File: src/rtl/led_group_ctrl.sv
`default_nettype none
// ============================================================================
// Module   : led_group_ctrl
// Purpose  : Switch-to-LED drive per group, with debounced per-group buttons
//            that blank a group (MOMENTARY) or flip its enable (TOGGLE).
// Revision : 1.0  initial release
// ============================================================================
module led_group_ctrl #(
    parameter int N_GROUPS        = 4,
    parameter int GROUP_W         = 4,
    parameter int DEBOUNCE_CYCLES = 1000000
) (
    input  logic                          clk,
    input  logic                          rst_n,
    input  logic [N_GROUPS*GROUP_W-1:0]   sw_i,
    input  logic [N_GROUPS-1:0]           btn_i,
    input  logic                          mode_i,
    output logic [N_GROUPS*GROUP_W-1:0]   led_o,
    output logic [N_GROUPS-1:0]           grp_en_o
);

    localparam int                LED_W      = N_GROUPS * GROUP_W;
    localparam int                CNT_W      = $clog2(DEBOUNCE_CYCLES + 1);
    localparam logic [CNT_W-1:0]  C_CNT_LAST = CNT_W'(DEBOUNCE_CYCLES - 1);

    logic [LED_W-1:0]    sw_meta_q, sw_s_q;
    logic [N_GROUPS-1:0] btn_meta_q, btn_s_q;
    logic                mode_meta_q, mode_s_q;

    logic [N_GROUPS-1:0] btn_db_q, btn_db_d;
    logic [N_GROUPS-1:0] en_latch_q, en_latch_d;
    logic [LED_W-1:0]    led_q, led_d;

    always_ff @(posedge clk or negedge rst_n) begin
        if (!rst_n) begin
            sw_meta_q   <= '0;
            sw_s_q      <= '0;
            btn_meta_q  <= '0;
            btn_s_q     <= '0;
            mode_meta_q <= 1'b0;
            mode_s_q    <= 1'b0;
        end else begin
            sw_meta_q   <= sw_i;
            sw_s_q      <= sw_meta_q;
            btn_meta_q  <= btn_i;
            btn_s_q     <= btn_meta_q;
            mode_meta_q <= mode_i;
            mode_s_q    <= mode_meta_q;
        end
    end

    generate
        for (genvar g = 0; g < N_GROUPS; g++) begin : g_grp
            logic [CNT_W-1:0] cnt_q, cnt_d;
            logic             db_d;

            // Any return to equality clears the count, so only an unbroken run is accepted.
            always_comb begin
                cnt_d = cnt_q;
                db_d  = btn_db_q[g];
                if (btn_s_q[g] == btn_db_q[g]) begin
                    cnt_d = '0;
                end else if (cnt_q == C_CNT_LAST) begin
                    db_d  = btn_s_q[g];
                    cnt_d = '0;
                end else begin
                    cnt_d = cnt_q + CNT_W'(1);
                end
            end

            always_ff @(posedge clk or negedge rst_n) begin
                if (!rst_n) begin
                    cnt_q <= '0;
                end else begin
                    cnt_q <= cnt_d;
                end
            end

            assign btn_db_d[g]   = db_d;
            assign en_latch_d[g] = (mode_s_q && db_d && !btn_db_q[g]) ? ~en_latch_q[g]
                                                                      : en_latch_q[g];
            assign grp_en_o[g]   = mode_s_q ? en_latch_q[g] : ~btn_db_q[g];
            assign led_d[g*GROUP_W +: GROUP_W] =
                sw_s_q[g*GROUP_W +: GROUP_W] & {GROUP_W{grp_en_o[g]}};
        end
    endgenerate

    always_ff @(posedge clk or negedge rst_n) begin
        if (!rst_n) begin
            btn_db_q   <= '0;
            en_latch_q <= '1;
            led_q      <= '0;
        end else begin
            btn_db_q   <= btn_db_d;
            en_latch_q <= en_latch_d;
            led_q      <= led_d;
        end
    end

    assign led_o = led_q;

endmodule
`default_nettype wire

File: config.mk
export PLATFORM = sky130hd
export DESIGN_NAME = led_group_ctrl
export DESIGN_NICKNAME = d
export VERILOG_FILES = /design/src/rtl/led_group_ctrl.sv
export SDC_FILE = /design/constraint.sdc
export NUM_CORES = 1
export LEC_CHECK = 0
export ABC_AREA = 1
export BUFFER_PORTS_ARGS = -buffer_cell sky130_fd_sc_hd__buf_2
export CORE_AREA = 2 2 110 112
export CTS_CLUSTER_SIZE = 25
export DETAILED_ROUTE_END_ITERATION = 7
export DIE_AREA = 0 0 112 114
export PLACE_DENSITY = 0.78
export SLEW_MARGIN = 20
export SYNTH_ARGS = -nofsm -noshare
export SYNTH_HDL_FRONTEND = slang
export SYNTH_SLANG_ARGS = --single-unit
File: constraint.sdc
create_clock -name clk -period 2.8 [get_ports clk]
set_input_delay 0.28 -clock clk [delete_from_list [all_inputs] [get_ports clk]]
set_output_delay 0.28 -clock clk [all_outputs]
set_load 0.05 [all_outputs]
==> flow_summary.json <==
{
  "rsz0062_at_grt": "no",
  "synth_top_family_by_area": "simple AND/OR/NAND/NOR gates",
  "synthesis.area_um2": 6850,
  "synthMuxAreaShare_pct": 0,
  "skew_ps": 6.28,
  "final_util_pct": 69.5,
  "irDropWorstVdd_v": 0.000410,
  "min_period_ps": 1960,
  "cts_made_buffers": 17,
  "insertion_delay_ps": 420,
  "cts_tree": "done",
  "required_ps": 2520,
  "fill_cells": 914,
  "grt-busiest-layer": "met2",
  "clockPowerShare_pct": 49.8,
  "rows": 40,
  "drv_cap": 0,
  "period_share_pct": 69.9,
  "die_y_um": 114,
  "stdcell_count": 1080,
  "synth_xor_xnor_area_share_pct": 4.82,
  "grt_overflow": 0,
  "ctsResizeCount": 0,
  "grt_max_degree": 74,
  "dp_cells": 1026,
  "hold_buffers": 22,
  "worst_slew_pin_slew_ps": 667,
  "root_buffer": "clkbuf_16",
  "io_pins": 43,
  "synthSimpleGateAreaFrac_pct": 32.4,
  "first_global_vias": 5453,
  "preCtsSetupSlack_ps": 1170,
  "p_total_mw": 4.87,
  "fmax_mhz": 511,
  "combinationalPowerShare_pct": 5.0,
  "whs_ps": 343,
  "area_growth_pct": 18.8,
  "postSynthCellCount": 835,
  "start_util_pct": 58.5,
  "wire_per_inst_um": 13.5,
  "dieWidth_um": 112,
  "cts_num_sinks": 146,
  "vias_per_cell": 5.12,
  "arrival_ps": 1680,
  "clk_pin_slew_ps": 60,
  "grt_usage_pct": 24.7,
  "drive_above_1_share_pct": 12.9,
  "drc": 0,
  "synth_nets": 862,
  "syn_avg_cell_area_um2": 8.21,
  "synth.distinct_cells": 28,
  "cts.htree.levels": 4,
  "crit_type": "flop to output port",
  "netSwitchingPower_mw": 1.08,
  "io_buffer_count": 42,
  "postRouteAntennaNets": 0,
  "dpl-instance-area_um2": 7290,
  "drtIter0Drc": 407,
  "cp-end-kind": "output port",
  "finalSetupViolations": 0,
  "die_area_um2": 12800,
  "worst_slack_ps": 843,
  "design_area_um2": 8140,
  "seq_power_share_pct": 45.1,
  "gp_congestion": 0.935,
  "finalMaxSlewViolations": 0,
  "antenna_found_initial": 0,
  "dp_hpwl_um": 9790,
  "seq_area_frac_synth_pct": 53.4,
  "finalHoldViolCount": 0,
  "diodes": 0,
  "ys_ff_latch": 146,
  "p_int_mw": 3.78,
  "grt_pass1_wl_um": 25200,
  "hp-class": "flop to flop",
  "status": "finished clean",
  "cp-start-kind": "flop",
  "swShare_pct": 22.3,
  "power_density_nw_per_um2": 598,
  "relSlewSlack_pct": 55.5,
  "totalWireLength_um": 14600,
  "max-clock-path-buffers": 2,
  "detail_route.first_pass.iterations": 5,
  "synth-compound-area-share_pct": 2.26,
  "routed-via-count": 5527,
  "path_max_fanout": 9,
  "use_met3_pct": 5.15,
  "grtUsageMet2_pct": 39.4,
  "postCtsSetupBuffers": 0,
  "yosys.area_share.adder_pct": 0.730,
  "core_area_um2": 11700,
  "p_leak_nw": 3.76,
  "fin_nets": 947,
  "yosysWarnings": 0,
  "tns_ps": 0,
  "gr-usage-met1_pct": 33.5
}
power groups by stage:
stage                     combinational [mW]  sequential [mW]  clock [mW]
after floorplan                       0.0805             2.27           0
after global placement                 0.218             2.23           0
after detailed placement               0.222             2.23           0
after CTS                              0.249             2.20        2.44
after global routing                   0.274             2.20        2.56
final                                  0.246             2.20        2.43
flip-flops by register name, summed over array words and instances, names as in the netlist, 4 cells and up:
name,count
btn_db_q,4
btn_meta_q,4
btn_s_q,4
en_latch_q,4
g_grp.cnt_q,80
led_o,16
sw_meta_q,16
sw_s_q,16
metal layers:
metal,up-vias,wire [um]
met5,-,0
met4,0,267
met3,25,713
met2,163,6880
met1,2578,6700
li1,2761,-
path summary, 6_finish.rpt:
check / to / slack, ps / depth (start not counted) / start
hold / removal: btn_s_q[1] / 340 / 0 / btn_meta_q[1]
hold reg to reg: btn_s_q[1] / 340 / 0 / btn_meta_q[1]
setup / recovery: grp_en_o[2] / 840 / 2 / mode_s_q
min in group asynchronous: g_grp[0].cnt_q[5] / 420 / 2 / rst_n
max in group asynchronous: en_latch_q[1] / 1600 / 3 / rst_n
setup reg to reg: g_grp[2].cnt_q[11] / 1120 / 6 / g_grp[2].cnt_q[0]
logic make-up (layout without fill, tap and decap cells):
kind of cell	count (synthesis)	in the layout
and+or+nand+nor	503	503
DFF	146	146
buffers and inverters	116	214
xor gates and xnor gates	36	36
AOI/OAI and AO/OA	30	30
adders and majority gates	4	4
cell usage after synthesis, drive strengths merged:
cell    instances  area, um^2
nand3          48         255
ha              4        50.1
dfstp           4         105
o21ai          14        70.1
nor2          211         860
nor3           24         148
nand4          24         150
nand2         186         733
dfrtp         142        3550
nor3b           5        37.5
buf             3        15.0
a21oi          14        70.1
o21bai          2        15.0
xor2           20         175
and2            2        12.5
inv           113         424
xnor2          16         155
nand3b          3        22.5
final cells by class:
| cell class | count | area, um^2 | area share (%) |
|---|---|---|---|
| Clock buffer | 20 | 457 | 5.61 |
| Timing Repair Buffer | 69 | 487 | 5.98 |
| Inverter | 113 | 424 | 5.21 |
| Sequential cell | 146 | 3660 | 44.9 |
| Tap cell | 147 | 184 | 2.26 |
| Clock inverter | 12 | 179 | 2.20 |
| Multi-Input combinational cell | 573 | 2750 | 33.8 |
layout by cell type, fill, tap and decap left out, types with 14 or more instances in the layout:
| cell | synthesis | layout |
|---|---|---|
| nor2_1 | 196 | 196 |
| inv_1 | 108 | 108 |
| xor2_1 | 20 | 20 |
| xnor2_1 | 14 | 14 |
| nor3_1 | 21 | 21 |
| nand3_1 | 45 | 45 |
| dfrtp_1 | 142 | 142 |
| clkbuf_16 | 0 | 17 |
| dlygate4sd3_1 | 0 | 22 |
| a21oi_1 | 14 | 14 |
| nand2_1 | 176 | 176 |
| buf_2 | 3 | 41 |
| nand4_1 | 24 | 24 |
worst max-delay path: stages (launching register included):
cell and delay (ps):
dfrtp_1 470, o21ai_0 430, buf_2 350
Note: power is estimated with default switching activity, not from simulation.
